===== src/rtl/spi_master_ctrl_p_pkg.sv =====
// Shared definitions for the SPI master controller: register map, CTRL/FLAG
// bit layout and shift-engine state encoding.
package spi_pkg;

    localparam logic [7:0] ADDR_CTRL = 8'd4;
    localparam logic [7:0] ADDR_DATA = 8'd5;
    localparam logic [7:0] ADDR_FLAG = 8'd6;

    localparam int CTRL_CPOL    = 0;
    localparam int CTRL_CPHA    = 1;
    localparam int CTRL_CS_LSB  = 2;
    localparam int CTRL_CS_MSB  = 3;
    localparam int CTRL_DIV_LSB = 8;
    localparam int CTRL_DIV_MSB = 15;

    localparam int FLAG_BUSY = 0;
    localparam int FLAG_RXV  = 1;
    localparam int FLAG_OVR  = 2;

    typedef enum logic [1:0] {
        ST_IDLE  = 2'd0,
        ST_LEAD  = 2'd1,
        ST_SHIFT = 2'd2,
        ST_TRAIL = 2'd3
    } spi_state_e;

endpackage


===== src/rtl/spi_master_ctrl_p_if.sv =====
// Register-bus bundle of the SPI master controller (address, strobes, data, ready).
interface spi_master_ctrl_p_if;

    logic [7:0]  i_addr;
    logic        i_wen;
    logic        i_ren;
    logic [15:0] i_data;
    logic [15:0] o_rdata;
    logic        o_ready;

    modport master (
        output i_addr, i_wen, i_ren, i_data,
        input  o_rdata, o_ready
    );

    modport slave (
        input  i_addr, i_wen, i_ren, i_data,
        output o_rdata, o_ready
    );

endinterface


===== src/rtl/spi_master_ctrl_p_shift_engine.sv =====
// SPI transfer engine: LEAD/SHIFT/TRAIL sequencing, SCLK generation, MSB-first
// TX/RX shift registers and chip-select drive.
module spi_shift_engine
    import spi_pkg::*;
#(
    parameter int DATA_W = 8,
    parameter int NUM_CS = 1
) (
    input  logic              i_clk,
    input  logic              i_rst,
    input  logic              i_start,
    input  logic [DATA_W-1:0] i_tx,
    input  logic              i_cpol,
    input  logic              i_cpha,
    input  logic [1:0]        i_cs_idx,
    input  logic [7:0]        i_div,
    input  logic              i_miso,
    output logic              o_busy,
    output logic              o_done,
    output logic [DATA_W-1:0] o_rx,
    output logic [NUM_CS-1:0] o_cs_n,
    output logic              o_sclk,
    output logic              o_mosi
);

    localparam int ECNT_W = $clog2(2 * DATA_W);
    localparam logic [ECNT_W-1:0] LAST_EDGE = ECNT_W'(2 * DATA_W - 1);

    spi_state_e        state_q, state_d;
    logic [7:0]        hcnt_q, hcnt_d;
    logic [ECNT_W-1:0] ecnt_q, ecnt_d;
    logic [DATA_W-1:0] tx_q, tx_d;
    logic [DATA_W-1:0] rx_q, rx_d;
    logic              sclk_q, sclk_d;
    logic              mosi_q, mosi_d;
    logic [NUM_CS-1:0] cs_n_q, cs_n_d;

    logic              period_end;
    logic              sample_edge;
    logic [DATA_W-1:0] tx_shl;
    logic [NUM_CS-1:0] cs_sel;

    // An out-of-range index leaves every select high; the transfer still runs.
    always_comb begin
        cs_sel = '1;
        for (int unsigned i = 0; i < NUM_CS; i++) begin
            if (32'(i_cs_idx) == i) cs_sel[i] = 1'b0;
        end
    end

    assign period_end  = (hcnt_q == i_div);
    assign sample_edge = (~ecnt_q[0]) ^ i_cpha;
    assign tx_shl      = tx_q << 1;

    always_comb begin
        state_d = state_q;
        hcnt_d  = hcnt_q;
        ecnt_d  = ecnt_q;
        tx_d    = tx_q;
        rx_d    = rx_q;
        sclk_d  = sclk_q;
        mosi_d  = mosi_q;
        cs_n_d  = cs_n_q;
        unique case (state_q)
            ST_IDLE: begin
                sclk_d = i_cpol;
                mosi_d = 1'b0;
                cs_n_d = '1;
                hcnt_d = '0;
                ecnt_d = '0;
                if (i_start) begin
                    state_d = ST_LEAD;
                    tx_d    = i_tx;
                    mosi_d  = i_tx[DATA_W-1];
                    cs_n_d  = cs_sel;
                end
            end
            ST_LEAD: begin
                if (period_end) begin
                    hcnt_d  = '0;
                    state_d = ST_SHIFT;
                end else begin
                    hcnt_d = hcnt_q + 8'd1;
                end
            end
            ST_SHIFT: begin
                if (period_end) begin
                    hcnt_d = '0;
                    sclk_d = ~sclk_q;
                    ecnt_d = ecnt_q + 1'b1;
                    // Even edge counts are leading edges; CPHA picks sample vs. shift.
                    if (sample_edge) begin
                        rx_d = (rx_q << 1) | DATA_W'(i_miso);
                    end else if (i_cpha) begin
                        mosi_d = tx_q[DATA_W-1];
                        tx_d   = tx_shl;
                    end else begin
                        tx_d   = tx_shl;
                        mosi_d = tx_shl[DATA_W-1];
                    end
                    if (ecnt_q == LAST_EDGE) state_d = ST_TRAIL;
                end else begin
                    hcnt_d = hcnt_q + 8'd1;
                end
            end
            ST_TRAIL: begin
                if (period_end) begin
                    state_d = ST_IDLE;
                    hcnt_d  = '0;
                    cs_n_d  = '1;
                    mosi_d  = 1'b0;
                    sclk_d  = i_cpol;
                end else begin
                    hcnt_d = hcnt_q + 8'd1;
                end
            end
            default: state_d = ST_IDLE;
        endcase
    end

    always_ff @(posedge i_clk) begin
        if (i_rst) begin
            state_q <= ST_IDLE;
            hcnt_q  <= '0;
            ecnt_q  <= '0;
            tx_q    <= '0;
            rx_q    <= '0;
            sclk_q  <= 1'b0;
            mosi_q  <= 1'b0;
            cs_n_q  <= '1;
        end else begin
            state_q <= state_d;
            hcnt_q  <= hcnt_d;
            ecnt_q  <= ecnt_d;
            tx_q    <= tx_d;
            rx_q    <= rx_d;
            sclk_q  <= sclk_d;
            mosi_q  <= mosi_d;
            cs_n_q  <= cs_n_d;
        end
    end

    assign o_busy = (state_q != ST_IDLE);
    assign o_done = (state_q == ST_TRAIL) && period_end;
    assign o_rx   = rx_q;
    assign o_cs_n = cs_n_q;
    assign o_sclk = sclk_q;
    assign o_mosi = mosi_q;

endmodule


===== src/rtl/spi_master_ctrl_p.sv =====
// SPI master controller top: CTRL/DATA/FLAG register decode, RX holding
// register and sticky flags around the shift engine.
module spi_master_ctrl_p
    import spi_pkg::*;
#(
    parameter int DATA_W = 8,
    parameter int NUM_CS = 1
) (
    input  logic                i_clk,
    input  logic                i_rst,
    spi_master_ctrl_p_if.slave  bus,
    output logic [NUM_CS-1:0]   o_spi_cs_n,
    output logic                o_spi_clk,
    output logic                o_spi_mosi,
    input  logic                i_spi_miso
);

    logic              busy;
    logic              done;
    logic [DATA_W-1:0] eng_rx;

    logic wr_ctrl, wr_data, rd_data, rd_flag, start;

    logic        cpol_q, cpol_d;
    logic        cpha_q, cpha_d;
    logic [1:0]  cs_idx_q, cs_idx_d;
    logic [7:0]  div_q, div_d;
    logic [15:0] rx_q, rx_d;
    logic        rx_valid_q, rx_valid_d;
    logic        ovr_q, ovr_d;
    logic [15:0] ctrl_word;

    assign wr_ctrl   = bus.i_wen && (bus.i_addr == ADDR_CTRL);
    assign wr_data   = bus.i_wen && (bus.i_addr == ADDR_DATA);
    assign rd_data   = bus.i_ren && (bus.i_addr == ADDR_DATA);
    assign rd_flag   = bus.i_ren && (bus.i_addr == ADDR_FLAG);
    assign start     = wr_data && !busy;
    assign ctrl_word = {div_q, 4'b0000, cs_idx_q, cpha_q, cpol_q};

    // Clears are applied before sets so a coinciding set event wins.
    always_comb begin
        cpol_d     = cpol_q;
        cpha_d     = cpha_q;
        cs_idx_d   = cs_idx_q;
        div_d      = div_q;
        rx_d       = rx_q;
        rx_valid_d = rx_valid_q;
        ovr_d      = ovr_q;
        if (wr_ctrl && !busy) begin
            cpol_d   = bus.i_data[CTRL_CPOL];
            cpha_d   = bus.i_data[CTRL_CPHA];
            cs_idx_d = bus.i_data[CTRL_CS_MSB:CTRL_CS_LSB];
            div_d    = bus.i_data[CTRL_DIV_MSB:CTRL_DIV_LSB];
        end
        if (rd_data) rx_valid_d = 1'b0;
        if (done) begin
            rx_d       = 16'(eng_rx);
            rx_valid_d = 1'b1;
        end
        if (rd_flag) ovr_d = 1'b0;
        if (wr_data && busy) ovr_d = 1'b1;
    end

    always_ff @(posedge i_clk) begin
        if (i_rst) begin
            cpol_q     <= 1'b0;
            cpha_q     <= 1'b0;
            cs_idx_q   <= '0;
            div_q      <= '0;
            rx_q       <= '0;
            rx_valid_q <= 1'b0;
            ovr_q      <= 1'b0;
        end else begin
            cpol_q     <= cpol_d;
            cpha_q     <= cpha_d;
            cs_idx_q   <= cs_idx_d;
            div_q      <= div_d;
            rx_q       <= rx_d;
            rx_valid_q <= rx_valid_d;
            ovr_q      <= ovr_d;
        end
    end

    always_comb begin
        bus.o_rdata = '0;
        if (bus.i_ren) begin
            case (bus.i_addr)
                ADDR_CTRL: bus.o_rdata = ctrl_word;
                ADDR_DATA: bus.o_rdata = rx_q;
                ADDR_FLAG: bus.o_rdata = 16'({ovr_q, rx_valid_q, busy});
                default:   bus.o_rdata = '0;
            endcase
        end
    end

    assign bus.o_ready = !busy;

    spi_shift_engine #(
        .DATA_W(DATA_W),
        .NUM_CS(NUM_CS)
    ) u_engine (
        .i_clk    (i_clk),
        .i_rst    (i_rst),
        .i_start  (start),
        .i_tx     (bus.i_data[DATA_W-1:0]),
        .i_cpol   (cpol_q),
        .i_cpha   (cpha_q),
        .i_cs_idx (cs_idx_q),
        .i_div    (div_q),
        .i_miso   (i_spi_miso),
        .o_busy   (busy),
        .o_done   (done),
        .o_rx     (eng_rx),
        .o_cs_n   (o_spi_cs_n),
        .o_sclk   (o_spi_clk),
        .o_mosi   (o_spi_mosi)
    );

endmodule


===== src/flat_wrapper.sv =====
// flat-port wrapper written by rule: the top's interface ports become plain ports
module spi_master_ctrl_p_flat import spi_pkg::*;
#(
    parameter int DATA_W = 8,
    parameter int NUM_CS = 1
)
  (i_clk, i_rst, o_spi_cs_n, o_spi_clk, o_spi_mosi, i_spi_miso, bus_i_addr, bus_i_wen, bus_i_ren, bus_i_data, bus_o_rdata, bus_o_ready);
  spi_master_ctrl_p_if bus_i ();
  input  logic i_clk;
  input  logic i_rst;
  output logic [NUM_CS-1:0] o_spi_cs_n;
  output logic o_spi_clk;
  output logic o_spi_mosi;
  input  logic i_spi_miso;
  input wire logic [$bits(bus_i.i_addr)-1:0] bus_i_addr;
  input wire logic [$bits(bus_i.i_wen)-1:0] bus_i_wen;
  input wire logic [$bits(bus_i.i_ren)-1:0] bus_i_ren;
  input wire logic [$bits(bus_i.i_data)-1:0] bus_i_data;
  output wire logic [$bits(bus_i.o_rdata)-1:0] bus_o_rdata;
  output wire logic [$bits(bus_i.o_ready)-1:0] bus_o_ready;
  assign bus_i.i_addr = bus_i_addr;
  assign bus_i.i_wen = bus_i_wen;
  assign bus_i.i_ren = bus_i_ren;
  assign bus_i.i_data = bus_i_data;
  assign bus_o_rdata = bus_i.o_rdata;
  assign bus_o_ready = bus_i.o_ready;
  spi_master_ctrl_p #(.DATA_W(DATA_W), .NUM_CS(NUM_CS)) u_core (.i_clk(i_clk), .i_rst(i_rst), .bus(bus_i), .o_spi_cs_n(o_spi_cs_n), .o_spi_clk(o_spi_clk), .o_spi_mosi(o_spi_mosi), .i_spi_miso(i_spi_miso));
endmodule

===== config.mk =====
export PLATFORM = sky130hd
export DESIGN_NAME = spi_master_ctrl_p_flat
export DESIGN_NICKNAME = d
export VERILOG_FILES = /design/src/rtl/spi_master_ctrl_p_pkg.sv /design/src/rtl/spi_master_ctrl_p_if.sv /design/src/rtl/spi_master_ctrl_p_shift_engine.sv /design/src/rtl/spi_master_ctrl_p.sv /design/src/flat_wrapper.sv
export SDC_FILE = /design/constraint.sdc
export NUM_CORES = 1
export LEC_CHECK = 0
export CORE_ASPECT_RATIO = 0.75
export CORE_MARGIN = 5
export CORE_UTILIZATION = 52
export DETAILED_ROUTE_END_ITERATION = 12
export GPL_ROUTABILITY_DRIVEN = 1
export PLACE_DENSITY = 0.79
export SYNTH_ARGS = -nofsm -noshare
export SYNTH_HDL_FRONTEND = slang
export SYNTH_SLANG_ARGS = --single-unit

===== constraint.sdc =====
create_clock -name i_clk -period 2.6 [get_ports i_clk]
set_input_delay 0.39 -clock i_clk [delete_from_list [all_inputs] [get_ports i_clk]]
set_output_delay 0.39 -clock i_clk [all_outputs]
set_load 0.01 [all_outputs]

# Word level (Yosys, flattened, before mapping)
# Index checks and enable logic that the tools add are counted.
[totals]
register_bits = 55
inputBits = 29
output_inout_bits = 20
[op_classes]
n_addsub = 2
n_eq_ne = 14
n_mux = 33
n_bitwise = 4
reduce_logical = 25
[op_table]
columns = ["cell", "n"]
rows = [
  ["one-hot mux 16 bit (3 select lines)", 1],
  ["two-way mux 8 bit", 4],
  ["one-hot mux 8 bit (2 select lines)", 2],
  ["equality test 8 x 3 -> 1 bit (second input constant)", 3],
  ["two-way mux 16 bit", 1],
  ["two-way mux 1 bit", 14],
  ["two-way mux 2 bit", 5],
  ["inequality test 2 bit (second input constant)", 5],
  ["nonzero test 2 bit", 5],
  ["adder 8 x 1 -> 8 bit (second input constant)", 1],
  ["equality test 8 bit", 1],
  ["logical AND 1 bit", 8],
  ["bitwise OR 8 x 1 -> 8 bit", 1],
  ["one-hot mux 2 bit (4 select lines)", 1],
  ["one-hot mux 4 bit (2 select lines)", 1],
  ["AND reduction 4 bit", 2],
  ["one-hot mux 1 bit (3 select lines)", 2],
  ["AND reduction 3 bit", 2],
  ["AND reduction 5 bit", 1],
  ["adder 4 x 1 -> 4 bit (second input constant)", 1],
  ["equality test 2 bit (second input constant)", 2],
  ["equality test 4 bit (second input constant)", 1],
  ["zero test 2 bit", 2],
  ["two-way mux 4 bit", 1],
  ["9 further kinds", 11],
]

# Depth between registers and ports, before layout
[logic_depth]
ltp_word = 5
mapped_depth = 9

# Cells and area by module
# Synthesis repeated with hierarchy kept, for this count alone.
[unflattened]
hier_cells = 310
area_unflattened_um2 = 2869.0
[by_module_without_submodules]
columns = ["mod", "n_inst", "cells_each", "area_per_inst_um2", "seq_area_each_um2"]
rows = [
  ["spi_shift_engine", 1, 180, 1715.4, 660.6],
  ["spi_master_ctrl_p", 1, 130, 1153.6, 440.4],
]

# Least setup slack after synthesis
# Ideal clock, no wire load.
[synth_path]
path_type = "input port to output port"
start = "in bus_i_addr[3]"
end = "out bus_o_rdata[10]"
t_arrival_ns = 1.848
t_required_ns = 2.210
path_slack_ns = 0.362
stages = 5
path_buffers = 0
path_cell_list = "or4b_4 -> nor3_1 -> nand2_1 -> nor3_2 -> and2_1"
[synth_via]
elab_chain_cells = 3
[synth_lines]
columns = ["element", "line_no", "rtl"]
rows = [
  ["start: declaration", "flat_wrapper.sv:15", "input wire logic [$bits(bus_i.i_addr)-1:0] bus_i_addr;"],
  ["equality test 8 x 3 -> 1 bit", "spi_master_ctrl_p.sv:87", "case (bus.i_addr)"],
  ["one-hot mux 16 bit (3 select lines) *", "spi_master_ctrl_p.sv:87", ""],
  ["two-way mux 16 bit *", "spi_master_ctrl_p.sv:86", "if (bus.i_ren) begin"],
  ["end: declaration", "flat_wrapper.sv:19", "output wire logic [$bits(bus_i.o_rdata)-1:0] bus_o_rdata;"],
]
# Every way passes the cells marked *; elsewhere a longest branch is shown, timed or not.

# Final worst setup path
[layout_path]
start = "in bus_i_addr[5]"
end = "out bus_o_rdata[13]"
# Same word-level chain as after synthesis.

==> results by group <==
Status
  • Status: completed

Setup path
  • Worst r2r path cells: 7
  • Crit path kind: primary input to output pin
  • Critical Path End Type: output pin
  • CP arrival: 2100 ps
  • Worst r2r src: u_core.u_engine.state_q[0]
  • CP Launch Type: primary input
  • CP Max Fanout: 8
  • FF-to-FF End: u_core.u_engine.tx_q[7]
  • Worst EP required: 2210 ps
  • R2r setup slk: 440 ps

Yosys
  • Synthesized area: 2701 µm²
  • Top cells by area, synth: dfxtp_1 41%, mux2i_1 11%, nor2_1 6.3%, a21oi_1 4.4%, nand3_1 3.7%
  • Most frequent cells after synthesis: 55 x dfxtp_1, 45 x nor2_1, 31 x mux2i_1, 24 x a21oi_1, 20 x nand3_1
  • Synth Net Count: 333
  • Yosys cell types: 42
  • Area leader, netlist: dfxtp_1
  • Number of flops mapped to enable cells by yosys: 0
  • Yosys warns: 0
  • Part of the Yosys area used for sequential elements: 40.76%
  • Synth async-reset ratio: 0%
  • Post-synth top area share: 40.76%
  • Synth Instances: 298
  • Avg Inst Size Synth: 9.065 µm²
  • FF+latch count, synth: 55
  • Prevailing post-synth register cell: dfxtp_1
  • Count leader, synth: dfxtp_1

Clock tree
  • Root buffer cell: clkbuf_8
  • Max H-tree Level: 2
  • Clock Path Buffers: 2
  • CTS buffer count: 5
  • CTS tree: done
  • Sink Count: 55
  • Clock slew at reported path FFs: 100 ps
  • Latest clock arrival within the worst-skew pair: 310 ps

Floorplan
  • Die X: 93.23 µm
  • Starting density of the core: 54.52%
  • Die H: 72.42 µm
  • I/O pin count: 49
  • DIE AREA: 6751 µm²
  • Core Rows: 22
  • Core area: 4955 µm²

Hold path
  • Hold crit path type: register to register
  • Hold Crit Endpoint: u_core.rx_q[5]
  • Hold depth: 2
  • Hold_sp: u_core.rx_q[5]

Route
  • Vias per inst: 5.710
  • DRC Markers: 0
  • DRT Pass-1 Iters: 4
  • DR vias: 2347
  • Final Routed Wirelength: 6.557 mm
  • Initial DRC count: 167
  • Routed length per placed instance: 15.95 µm
  • Post-detailed-route count of antenna-violating nets: 0

STA
  • Final setup viols: 0
  • Final Max Tran Viols: 0
  • Setup ws final: 110.5 ps
  • Minimum clock period after layout: 2489 ps
  • Fmax: 401.7 MHz
  • Clock skew: 7.167 ps
  • Relative slew slack: 52.64%
  • Worst Tran Pin Value: 707.8 ps
  • Endpoints failing hold: 0
  • Crit share post-route: 95.75%

Layout
  • Design area: 3427 µm²
  • Layout Nets: 385
  • # diodes: 0
  • Layout cells sized above 1: 13.96%
  • Layout Utilization: 69.17%
  • Synth-to-Final Area Change: 26.86%

Pwr
  • VDD IR max: 342.7 µV
  • Pwr Density: 608.1 nW/µm²
  • Leak Pwr: 1.333 nW

Global route
  • Largest net degree at the start of global routing: 27
  • Total congestion overflow: 0
  • First-pass GRT wire length: 10.74 mm
  • Vias in the first global route: 2209
  • All-Layer GR Usage: 20.11%
  • Antenna violations before repair: 0

Placement
  • Post-DP HPWL: 4.796 mm
  • Count of input and output buffers: 48
  • Pre-CTS setup slack: -486.5 ps
  • Placer congestion estimate: 0.9421
  • Placed cell area: 3273 µm²

Job
  • Max cap viols: 0
==> stage by stage <==
| stage | cells | TNS, ps | power, mW | hold WS [ps] |
|---|---|---|---|---|
| finish | 411 | 0 | 2.084 | 459.2 |
| global route | 411 | -0.3004 | 2.190 | 475.9 |
| CTS | 410 | 0 | 2.093 | 461.2 |
| detailed placement | 400 | -6905 | 1.435 | 447.4 |
| global placement | 400 | -6221 | 1.422 | 442.9 |
| floorplan | 298 | 0 | 1.297 | 431.7 |
==> placed cells by master (no fill, tap or decap), types with 6 or more instances in the layout <==
| cell type | instances |
|---|---|
| a211oi_2 | 7 |
| nand3_1 | 20 |
| a21oi_1 | 24 |
| and2_1 | 11 |
| dfxtp_1 | 55 |
| xor2_1 | 6 |
| ha_1 | 6 |
| mux2i_1 | 31 |
| buf_4 | 11 |
| nor2_1 | 44 |
| nand2_1 | 11 |
| dlygate4sd2_1 | 12 |
| xnor2_1 | 9 |
| inv_1 | 6 |
| clkdlybuf4s50_1 | 27 |
==> worst max path at each step <==
| stage | cells after the start | from | slack (ps) | endpoint |
|---|---|---|---|---|
| 2_1_floorplan | 5 | bus_i_addr[3] | 360 | bus_o_rdata[10] |
| 3_3_place_gp | 8 | bus_i_addr[3] | -440 | bus_o_rdata[8] |
| 3_5_place_dp | 8 | bus_i_addr[3] | -490 | bus_o_rdata[14] |
| 4_1_cts | 8 | bus_i_addr[5] | 3 | bus_o_rdata[13] |
| 5_1_grt | 8 | bus_i_addr[5] | -0.3 | bus_o_rdata[13] |
| 6_report | 8 | bus_i_addr[5] | 110 | bus_o_rdata[13] |
==> registers in the layout, indices dropped and copies added, names as in the netlist, 2 cells and up <==
name and cells:
u_core.cs_idx_q 2, u_core.div_q 8, u_core.rx_q 8, u_core.u_engine.ecnt_q 4, u_core.u_engine.hcnt_q 8, u_core.u_engine.o_rx 8
u_core.u_engine.state_q 2, u_core.u_engine.tx_q 8
==> worst max-delay path, stage by stage <==
cell and delay, ps:
dlygate4sd2_1 230, or4b_4 550, nor3_4 150, nand2_2 110, nor3_2 150, buf_4 170, and2_1 130, clkdlybuf4s15_1 230
==> routing by layer <==
metal,vias to the layer above,track usage (%),part of all wire [%]
li1,1153,-,-
met3,7,6.528,7.4
met5,-,0,0
met2,74,32.81,45
met4,0,3.415,0.85
met1,1113,26.48,46
==> cell families (layout without fill, tap and decap cells) <==
family / Yosys count / count (layout) / share of synthesized area, %
xor gates and xnor gates: 15 / 15 / 4.864
buffers and inverters: 21 / 74 / 3.011
muxes: 33 / 33 / 12.32
DFF: 55 / 55 / 40.76
adders and majority gates: 6 / 6 / 2.779
and+or+nand+nor: 113 / 113 / 21.17
AOI/OAI and AO/OA: 55 / 55 / 15.10
==> where the power goes <==
group | leakage, nW | switching [mW] | internal, mW | total (mW)
sequential | 0.443 | 0.0374 | 0.899 | 0.937
combinational | 0.824 | 0.271 | 0.215 | 0.486
clock | 0.0654 | 0.276 | 0.385 | 0.661
total | 1.33 | 0.585 | 1.50 | 2.08
==> what timing repair did <==
item,CTS,global route
buffers inserted,2,1
resized for setup,42,2
endpoints found under the setup margin,16,11
pin swaps,4,2
hold buffers,0,0
==> area by class of cell <==
class | count | area, µm²
clock buffers | 6 | 72.57
repair buffers | 60 | 553.0
flip-flops and latches | 55 | 1101
multi-input cells | 222 | 1543
inverters | 6 | 22.52
well taps | 60 | 75.07
clock inverters | 2 | 60.06
fillers | 409 | 1528
Power figures use the tool's default switching activity.
